<file path="src/rtl/inst_fetch_pkg.sv">
// Shared fetch/decode definitions: instruction width constants, the NOP
// encoding, major opcodes and the fetch-buffer entry layout.
package inst_fetch_pkg;

  localparam int XLEN = 64;
  localparam logic [31:0] NOP_INST = 32'h0000_0013;

  localparam logic [6:0] ALGORITHM     = 7'b0110011;
  localparam logic [6:0] ALGORITHM_IMM = 7'b0010011;
  localparam logic [6:0] LOAD          = 7'b0000011;
  localparam logic [6:0] BRANCH        = 7'b1100011;

  typedef struct packed {
    logic [31:0]     inst;
    logic [XLEN-1:0] pc;
  } fetch_entry_t;

  function automatic logic [XLEN-1:0] word_align(input logic [XLEN-1:0] addr);
    return addr & ~XLEN'(3);
  endfunction

endpackage

</file>
<file path="src/rtl/fetch_fifo.sv">
// Small power-of-two circular buffer holding fetched {instruction, pc} pairs.
// Synchronous flush, asynchronous active-low reset.
module fetch_fifo #(
  parameter int DEPTH = 2,
  parameter int WIDTH = 96
) (
  input  logic                       clk,
  input  logic                       rst_n,
  input  logic                       flush,
  input  logic                       push,
  input  logic [WIDTH-1:0]           push_data,
  input  logic                       pop,
  output logic [WIDTH-1:0]           pop_data,
  output logic                       empty,
  output logic [$clog2(DEPTH+1)-1:0] count
);

  localparam int PTR_W = $clog2(DEPTH);
  localparam int CNT_W = $clog2(DEPTH+1);
  localparam logic [CNT_W-1:0] FULL_CNT = CNT_W'(DEPTH);

  logic [WIDTH-1:0] mem_q [DEPTH];
  logic [WIDTH-1:0] mem_d [DEPTH];
  logic [PTR_W-1:0] wr_ptr_q, wr_ptr_d;
  logic [PTR_W-1:0] rd_ptr_q, rd_ptr_d;
  logic [CNT_W-1:0] count_q, count_d;
  logic             do_push, do_pop;

  always_comb begin
    do_pop   = pop & (count_q != '0);
    do_push  = push & ((count_q != FULL_CNT) | do_pop);
    mem_d    = mem_q;
    wr_ptr_d = wr_ptr_q;
    rd_ptr_d = rd_ptr_q;
    count_d  = count_q;
    if (flush) begin
      wr_ptr_d = '0;
      rd_ptr_d = '0;
      count_d  = '0;
    end else begin
      if (do_push) begin
        mem_d[wr_ptr_q] = push_data;
        wr_ptr_d        = wr_ptr_q + PTR_W'(1);
      end
      if (do_pop) begin
        rd_ptr_d = rd_ptr_q + PTR_W'(1);
      end
      count_d = count_q + CNT_W'(do_push) - CNT_W'(do_pop);
    end
  end

  always_ff @(posedge clk or negedge rst_n) begin
    if (!rst_n) begin
      for (int i = 0; i < DEPTH; i++) mem_q[i] <= '0;
      wr_ptr_q <= '0;
      rd_ptr_q <= '0;
      count_q  <= '0;
    end else begin
      mem_q    <= mem_d;
      wr_ptr_q <= wr_ptr_d;
      rd_ptr_q <= rd_ptr_d;
      count_q  <= count_d;
    end
  end

  assign pop_data = mem_q[rd_ptr_q];
  assign empty    = (count_q == '0);
  assign count    = count_q;

endmodule

</file>
<file path="src/rtl/inst_fetch.sv">
// Instruction fetch: credit-limited request issue, in-order response buffering,
// branch redirect with discard of in-flight responses. Define IFETCH_PERF_CNT_EN
// to add the fetch_cnt / flush_cnt performance counters.
module inst_fetch
  import inst_fetch_pkg::*;
#(
  parameter logic [XLEN-1:0] RESET_PC   = 64'h0,
  parameter int              FIFO_DEPTH = 2
) (
  input  logic            CLK,
  input  logic            reset,
  input  logic            stall,
  input  logic            branch_taken,
  input  logic [XLEN-1:0] branch_target,
  output logic            imem_req,
  output logic [XLEN-1:0] imem_addr,
  input  logic            imem_ready,
  input  logic            imem_rvalid,
  input  logic [31:0]     imem_rdata,
  output logic [31:0]     inst,
  output logic [XLEN-1:0] PC_o,
  output logic            inst_valid
`ifdef IFETCH_PERF_CNT_EN
  ,
  output logic [31:0]     fetch_cnt,
  output logic [31:0]     flush_cnt
`endif
);

  localparam int CNT_W = $clog2(FIFO_DEPTH+1);
  localparam logic [CNT_W:0] DEPTH_LIM = (CNT_W+1)'(FIFO_DEPTH);

  logic [XLEN-1:0]  pc_q, pc_d;
  logic             req_q, req_d;
  logic [XLEN-1:0]  resp_pc_q, resp_pc_d;
  logic [CNT_W-1:0] outstanding_q, outstanding_d;
  logic [CNT_W-1:0] discard_q, discard_d;
  logic [31:0]      inst_q, inst_d;
  logic [XLEN-1:0]  pc_out_q, pc_out_d;
  logic             valid_q, valid_d;

  logic             accept, resp_drop, resp_keep, out_take;
  logic             fifo_push, fifo_pop, fifo_empty;
  logic [CNT_W-1:0] fifo_count, occupancy_d, in_flight;
  fetch_entry_t     fifo_wr, fifo_rd, head;
  logic [XLEN-1:0]  target_aligned;

  fetch_fifo #(
    .DEPTH (FIFO_DEPTH),
    .WIDTH ($bits(fetch_entry_t))
  ) u_fifo (
    .clk       (CLK),
    .rst_n     (reset),
    .flush     (branch_taken),
    .push      (fifo_push),
    .push_data (fifo_wr),
    .pop       (fifo_pop),
    .pop_data  (fifo_rd),
    .empty     (fifo_empty),
    .count     (fifo_count)
  );

  // An empty buffer lets a fresh response bypass straight to the output stage.
  always_comb begin
    target_aligned = word_align(branch_target);
    accept    = req_q & imem_ready;
    resp_drop = imem_rvalid & (discard_q != '0);
    resp_keep = imem_rvalid & (discard_q == '0) & (outstanding_q != '0);
    out_take  = ~stall & ~branch_taken & (~fifo_empty | resp_keep);
    fifo_pop  = out_take & ~fifo_empty;
    fifo_push = resp_keep & ~branch_taken & ~(out_take & fifo_empty);
    fifo_wr   = '{inst: imem_rdata, pc: resp_pc_q};
    head      = fifo_empty ? fifo_wr : fifo_rd;
    in_flight = outstanding_q + CNT_W'(accept) - CNT_W'(resp_keep);

    pc_d          = pc_q;
    resp_pc_d     = resp_pc_q;
    outstanding_d = in_flight;
    discard_d     = discard_q - CNT_W'(resp_drop);
    occupancy_d   = fifo_count + CNT_W'(fifo_push) - CNT_W'(fifo_pop);
    inst_d        = inst_q;
    pc_out_d      = pc_out_q;
    valid_d       = valid_q;

    if (accept)    pc_d      = pc_q + 64'd4;
    if (resp_keep) resp_pc_d = resp_pc_q + 64'd4;

    if (branch_taken) begin
      pc_d          = target_aligned;
      resp_pc_d     = target_aligned;
      discard_d     = discard_d + in_flight;
      outstanding_d = '0;
      occupancy_d   = '0;
      inst_d        = NOP_INST;
      valid_d       = 1'b0;
    end else if (!stall) begin
      if (out_take) begin
        inst_d   = head.inst;
        pc_out_d = head.pc;
        valid_d  = 1'b1;
      end else begin
        inst_d  = NOP_INST;
        valid_d = 1'b0;
      end
    end

    // Only request when every response already owed has a guaranteed slot.
    req_d = (discard_d == '0) &&
            (({1'b0, outstanding_d} + {1'b0, occupancy_d}) < DEPTH_LIM);
  end

  always_ff @(posedge CLK or negedge reset) begin
    if (!reset) begin
      pc_q          <= RESET_PC;
      req_q         <= 1'b0;
      resp_pc_q     <= RESET_PC;
      outstanding_q <= '0;
      discard_q     <= '0;
      inst_q        <= NOP_INST;
      pc_out_q      <= RESET_PC;
      valid_q       <= 1'b0;
    end else begin
      pc_q          <= pc_d;
      req_q         <= req_d;
      resp_pc_q     <= resp_pc_d;
      outstanding_q <= outstanding_d;
      discard_q     <= discard_d;
      inst_q        <= inst_d;
      pc_out_q      <= pc_out_d;
      valid_q       <= valid_d;
    end
  end

  assign imem_req   = req_q;
  assign imem_addr  = pc_q;
  assign inst       = inst_q;
  assign PC_o       = pc_out_q;
  assign inst_valid = valid_q;

`ifdef IFETCH_PERF_CNT_EN
  logic [31:0] fetch_cnt_q, fetch_cnt_d;
  logic [31:0] flush_cnt_q, flush_cnt_d;

  always_comb begin
    fetch_cnt_d = fetch_cnt_q + 32'(out_take);
    flush_cnt_d = flush_cnt_q + 32'(branch_taken);
  end

  always_ff @(posedge CLK or negedge reset) begin
    if (!reset) begin
      fetch_cnt_q <= '0;
      flush_cnt_q <= '0;
    end else begin
      fetch_cnt_q <= fetch_cnt_d;
      flush_cnt_q <= flush_cnt_d;
    end
  end

  assign fetch_cnt = fetch_cnt_q;
  assign flush_cnt = flush_cnt_q;
`endif

endmodule

</file>
<file path="config.mk">
export PLATFORM = sky130hd
export DESIGN_NAME = inst_fetch
export DESIGN_NICKNAME = d
export VERILOG_FILES = /design/src/rtl/inst_fetch_pkg.sv /design/src/rtl/fetch_fifo.sv /design/src/rtl/inst_fetch.sv
export SDC_FILE = /design/constraint.sdc
export NUM_CORES = 1
export LEC_CHECK = 0
export BUFFER_PORTS_ARGS = -buffer_cell sky130_fd_sc_hd__clkbuf_2
export CAP_MARGIN = 25
export CORE_MARGIN = 4
export CORE_UTILIZATION = 53
export DETAILED_ROUTE_END_ITERATION = 10
export PLACE_DENSITY = 0.89
export SETUP_SLACK_MARGIN = 0.3
export SYNTH_ARGS = -nofsm -noshare
export SYNTH_HDL_FRONTEND = slang
export SYNTH_SLANG_ARGS = --single-unit
</file>
<file path="constraint.sdc">
create_clock -name CLK -period 3.1 [get_ports CLK]
set_clock_uncertainty 0.15 [all_clocks]
set_input_delay 0.62 -clock CLK [delete_from_list [all_inputs] [get_ports CLK]]
set_output_delay 0.62 -clock CLK [all_outputs]
set_load 0.1 [all_outputs]
</file>
# --- Word-level counts from Yosys, hierarchy flattened ---
# Index checks and enable logic that the tools add are counted.
totals:
  ff_bits: 426
  in_bits: 102
  output_inout_bits: 162
  elab_cells: 91
op_classes:
  n_addsub: 13
  reduce_logical: 14
  bitwise_logic: 20
  n_lt_le_gt_ge: 4
  n_eq_ne: 2
  n_mux: 25
ops:
  columns: ["operator", "n"]
  rows:
  - ["96-bit two-way mux", 5]
  - ["64-bit two-way mux", 4]
  - ["192-bit bitwise mux", 1]
  - ["64-bit by 3-bit adder with 64-bit output (second input constant)", 2]
  - ["96-bit demux with 1-bit select", 1]
  - ["32-bit two-way mux", 3]
  - ["2-bit nonzero test", 7]
  - ["1-bit bitwise AND", 12]
  - ["2-bit two-way mux", 4]
  - ["2-bit by 1-bit subtractor with 2-bit output", 4]
  - ["1-bit two-way mux", 7]
  - ["2-bit by 1-bit adder with 2-bit output", 3]
  - ["2-bit zero test", 3]
  - ["2-bit greater-or-equal comparator (second input constant)", 2]
  - ["1-bit inverter", 4]
  - ["1-bit inverter with 2-bit output", 2]
  - ["2-bit by 2-bit adder with 3-bit output", 1]
  - ["3-bit by 2-bit less-than comparator with 1-bit output (second input constant)", 1]
  - ["3-bit AND reduction", 1]
  - ["1-bit adder (second input constant)", 2]
  - ["2-bit adder", 1]
  - ["1-bit logical AND", 2]
  - ["2-bit by 1-bit less-than comparator with 1-bit output (second input constant)", 1]
  - ["2-bit by 1-bit != test with 1-bit output (second input constant)", 1]
  - ["3 further kinds", 4]

# --- Depth between registers and ports, before layout ---
logic_depth:
  depth_word: 14
  depth_mapped: 12
  depth_no_buf: 11

# --- By module ---
# Synthesis repeated with hierarchy kept, for this count alone.
hier_totals:
  hier_cells: 1797
  hier_area_um2: 20647.3
by_module_without_submodules:
  columns: ["mod", "cells_each", "instances", "seq_area_each_um2", "area_each_um2"]
  rows:
  - ["inst_fetch", 1263, 1, 5659.2, 12084.1]
  - ["fetch_fifo", 534, 1, 4904.7, 8563.2]

# --- Worst setup path after synthesis ---
# Ideal clock, no wire load.
synth_path:
  kind: "input port to flip-flop"
  from: "in branch_taken"
  to: "reg req_q, in the netlist imem_req"
  required_time_ns: 2.849
  path_buffers: 4
  setup_time_ns: 0.101
  setup_slack_ns: -0.106
  arrival_ns: 2.955
  stages: 10
  cell_sequence: "clkbuf_1 -> clkbuf_1 -> clkbuf_1 -> buf_1 -> nor3_1 -> ha_1 -> xnor2_1 -> nor2_1 -> fa_1 -> nor4_1"
synth_between:
  elab_chain_len: 12
  elab_cells_between_ends: 17
  cone_classes: "add/sub (3); order compare (1); mux (3); bitwise (8); reduce/logical (2)"
synth_lines:
  columns: ["element", "line_no", "source"]
  rows:
  - ["start: declaration", "inst_fetch.sv:13", "input logic branch_taken,"]
  - ["1-bit inverter (no line)", null, null]
  - ["1-bit bitwise AND (2 in series)", "inst_fetch.sv:69", "out_take = ~stall & ~branch_taken & (~fifo_empty | resp_keep);"]
  - ["1-bit bitwise AND", "inst_fetch.sv:71", "fifo_push = resp_keep & ~branch_taken & ~(out_take & fifo_empty);"]
  - ["1-bit inverter", "inst_fetch.sv:71", null]
  - ["1-bit bitwise AND", "inst_fetch.sv:71", null]
  - ["2-bit by 1-bit adder with 2-bit output", "inst_fetch.sv:80", "occupancy_d = fifo_count + CNT_W'(fifo_push) - CNT_W'(fifo_pop);"]
  - ["2-bit by 1-bit subtractor with 2-bit output", "inst_fetch.sv:80", null]
  - ["2-bit two-way mux", "inst_fetch.sv:88", "if (branch_taken) begin"]
  - ["2-bit by 2-bit adder with 3-bit output", "inst_fetch.sv:109", "(({1'b0, outstanding_d} + {1'b0, occupancy_d}) < DEPTH_LIM);"]
  - ["3-bit by 2-bit less-than comparator with 1-bit output", "inst_fetch.sv:109", null]
  - ["1-bit logical AND *", "inst_fetch.sv:108", "req_d = (discard_d == '0) &&"]
  - ["net req_d", "inst_fetch.sv:34", "logic req_q, req_d;"]
  - ["end signal: assignment", "inst_fetch.sv:124", "req_q <= req_d;"]
  - ["end: declaration", "inst_fetch.sv:34", null]
# The timed path passes the listed nets; every way through them passes the cells marked *.
# A chain may end at the register's enable or synchronous reset.

# --- Final worst setup path ---
layout_path:
  from: "reg outstanding_q[0]"
  to: "reg req_q, in the netlist imem_req"
layout_between:
  elab_cells_between_ends: 21
  cone_classes: "add/sub (6); order compare (1); mux (3); bitwise (8); reduce/logical (3)"
layout_rtl:
  columns: ["element", "line_no", "source"]
  rows:
  - ["start: declaration", "inst_fetch.sv:36", "logic [CNT_W-1:0] outstanding_q, outstanding_d;"]
  - ["start signal: assignment", "inst_fetch.sv:126", "outstanding_q <= outstanding_d;"]
  - ["branches (longest 2 deep; another with 2-bit by 1-bit adder with 2-bit output)", null, null]
  - ["2-bit by 1-bit subtractor with 2-bit output *", "inst_fetch.sv:74", "in_flight = outstanding_q + CNT_W'(accept) - CNT_W'(resp_keep);"]
  - ["2-bit two-way mux *", "inst_fetch.sv:88", null]
  - ["net outstanding_d[0]", "inst_fetch.sv:36", null]
  - ["2-bit by 2-bit adder with 3-bit output *", "inst_fetch.sv:109", null]
  - ["3-bit by 2-bit less-than comparator with 1-bit output *", "inst_fetch.sv:109", null]
  - ["1-bit logical AND *", "inst_fetch.sv:108", null]
  - ["net req_d", "inst_fetch.sv:34", null]
# Mark *: on every way through the listed nets, which the timed path passes.

==> impl_metrics.yaml <==
detailed_routing:
  drc_errors: 0
  drt-total-wl_um: 60300
  top_layer: "met4"
  drtAntennaViolNets: 0
  route.met2.wl_um: 28500
  m1WireLength_um: 22900
  first_pass_iters: 6
  vias: 16900
  vias_per_cell: 6.29
  drt_iter0_drc: 1757
  wl_met3_um: 6260
  post_drt_wl_per_cell_um: 22.5
yosys:
  ys_seq_elements: 416
  synth_area_leader_cell: "dfrtp_1"
  yosys.area.top_type_share: 0.500
  syn_inst: 1908
  syn_area_um2: 20700
  synthFlopType: "dfrtp_1"
  synth.avg_cell_area_um2: 10.8
  ys_types: 69
  yosys-top-cells-count: "dfrtp_1, mux2_2, nor2_1, nand2_1, mux2i_1"
  seq_area_frac_synth: 0.504
  async_flop_share: 1.00
  synthTopCellsByArea: "dfrtp_1, mux2_2, mux2i_1"
  synth_most_common_cell: "dfrtp_1"
  yosys_warnings: 0
  synth_edf_count: 0
place:
  gp_congestion: 0.896
  port_buffers: 257
  dp_cells: 2599
  post-place-ws_ns: 0.0472
  post-dp-hpwl_um: 39900
clock_network:
  cts_tree: "done"
  root_buffer: "clkbuf_16"
  cts.sinks: 416
  numCtsBuffers: 44
  cts_buffer_depth: 3
  clk-insertion-delay-late_ns: 0.57
  htreeDepth: 2
  path_clk_slew_ns: 0.06
grt:
  grt_overflow: 0
  grt_first_pass_wirelength_um: 94300
  grtUsageTotal: 0.281
  grt_max_degree: 127
  antenna_found_initial: 0
  first_global_vias: 17100
sta:
  fin_crit_ns: 2.74
  layout_setup_ws_ns: 0.359
  drv_slew: 0
  slew_headroom: 0.355
  clock.fmax_mhz: 365
  worstMarginPinSlew_ns: 0.966
  finalSetupViolCount: 0
  setup-tns-final_ns: 0
  finalHoldViolations: 0
  timing.final.crit_share: 0.884
  rsz0062_at_grt: "false"
pwr:
  seqPwrFrac: 0.386
  p_leak_nw: 10.9
  power_mw: 18.4
  power.density_nw_per_um2: 762
  p_clk_frac: 0.290
  ir_drop_mv: 0.802
  combPwrFrac: 0.324
  p_switching_mw: 7.67
  switching_share: 0.416
  p_int_mw: 10.8
final_layout:
  stdcell_count: 2686
  antenna_cells: 0
  fin_nets: 2244
  fillers: 2864
  syn2layout_area_growth_pct: 17.1
  utilization: 0.628
  drive_gt1_frac: 0.318
setup_path:
  startpoint_type: "register"
  end_kind: "register"
  r2r_cells: 10
  crit_path_cell_trace: "o21a_4 > nand2_4 > inv_4 > ha_4 > inv_1 > ha_1 > nor2b_2 > and2_1 > fa_1 > nor4_1"
  cp-endpoint: "imem_req"
  cpMaxStageDelayCell: "fa_1"
  critPathRequiredTime_ns: 3.41
  cp_slowest_stage_delay_ns: 0.47
  r2r-start: "outstanding_q[0]"
  worstSetupPathType: "reg2reg"
  regToRegEndpoint: "imem_req"
  crit_start: "outstanding_q[0]"
  r2r_slack_ns: 0.36
  path_max_fanout: 6
  critPathArrivalTime_ns: 3.05
die:
  initial_core_util: 0.536
  dieArea_um2: 42200
  die_w_um: 205
  ios: 264
  dieHeight_um: 205
  core-area_um2: 38600
  rows: 72
hold_path:
  hold_class: "in2reg"
status:
  outcome: "completed"
flow_run:
  maxCapViolations: 0
-- kinds of logic (layout without fill, tap and decap cells) --
group,count (synthesis),in the layout,share of synthesized area
compound gates,312,312,0.101
xor+xnor,48,48,0.0210
fa+ha+maj,10,10,0.00642
buf+inv,172,429,0.0343
flops,416,416,0.504
mux,320,320,0.169
other cells,1,4,0.000181
simple gates,629,629,0.164
-- layout make-up --
type | instances | area [um^2] | share of cell area
clock buffers | 63 | 1290 | 0.0535
clock inverters | 19 | 166 | 0.00688
inverters | 36 | 140 | 0.00579
multi-input cells | 1323 | 9650 | 0.399
flip-flops and latches | 416 | 10400 | 0.432
well taps | 518 | 648 | 0.0268
repair buffers | 311 | 1860 | 0.0767
-- state kept, by name, indices dropped and copies added (netlist names), 2 cells and up --
name,count
outstanding_q,2
u_fifo.mem_q,188
PC_o,62
discard_q,2
imem_addr,62
u_fifo.count,2
resp_pc_q,62
inst,32
-- power groups by stage --
stage / registers, mW / logic (mW) / clock network [mW]
CTS: 7.10 / 5.97 / 5.41
finish: 7.13 / 5.97 / 5.35
global placement: 7.09 / 5.76 / 0
global route: 7.24 / 6.26 / 5.62
detailed placement: 7.17 / 5.92 / 0
floorplan: 10.1 / 1.65 / 0
-- what timing repair did --
| action | in CTS | in global routing |
|---|---|---|
| buffers inserted | 0 | 4 |
| pin swaps | 2 | 3 |
| hold buffers | 1 | 0 |
| gates resized for setup | 1 | 4 |
| hold endpoints to repair | 61 | 0 |
| setup endpoints to repair | 1 | 6 |
-- layout by cell type, fill, tap and decap left out, types with 47 or more instances in the layout --
cell type and n:
mux2i_1 88, nand4_1 47, nor2_1 172, clkbuf_2 255, mux2_2 231, nand2_1 117, a21oi_1 77, o21ai_0 71
dfrtp_1 390, nor3_1 48
-- layer usage --
metal / GRT usage / up-vias
li1: - / 7404
met1: 0.361 / 8342
met2: 0.451 / 943
met3: 0.0783 / 207
met4: 0.115 / 0
met5: 0 / -
-- worst min-delay path by stage --
stage	depth (start not counted)	endpoint	from	slack [ns]
floorplan	0	PC_o[10]	reset	0.17
global placement	2	PC_o[48]	PC_o[48]	0.31
detailed placement	2	PC_o[36]	PC_o[36]	0.32
CTS	2	imem_addr[8]	branch_target[8]	0.14
global route	2	u_fifo.mem_q[70]	imem_rdata[6]	0.16
finish	2	inst[2]	imem_rdata[2]	0.16
-- per-stage QoR --
stage | hold WS (ns) | instance area [um^2]
finish | 0.162 | 24200
CTS | 0.138 | 24100
global route | 0.156 | 24200
global placement | 0.312 | 22700
detailed placement | 0.322 | 22700
floorplan | 0.174 | 20700
-- critical path, delay by kind of cell (launching register included) --
family,cells,cell delay [ns]
adder cells (fa/ha/maj),3,1.03
AND/OR/NAND/NOR,4,0.71
flip-flops,1,0.39
AO/OA/AOI/OAI,1,0.24
buffers and inverters,2,0.10
Note: power is estimated with default switching activity, not from simulation.
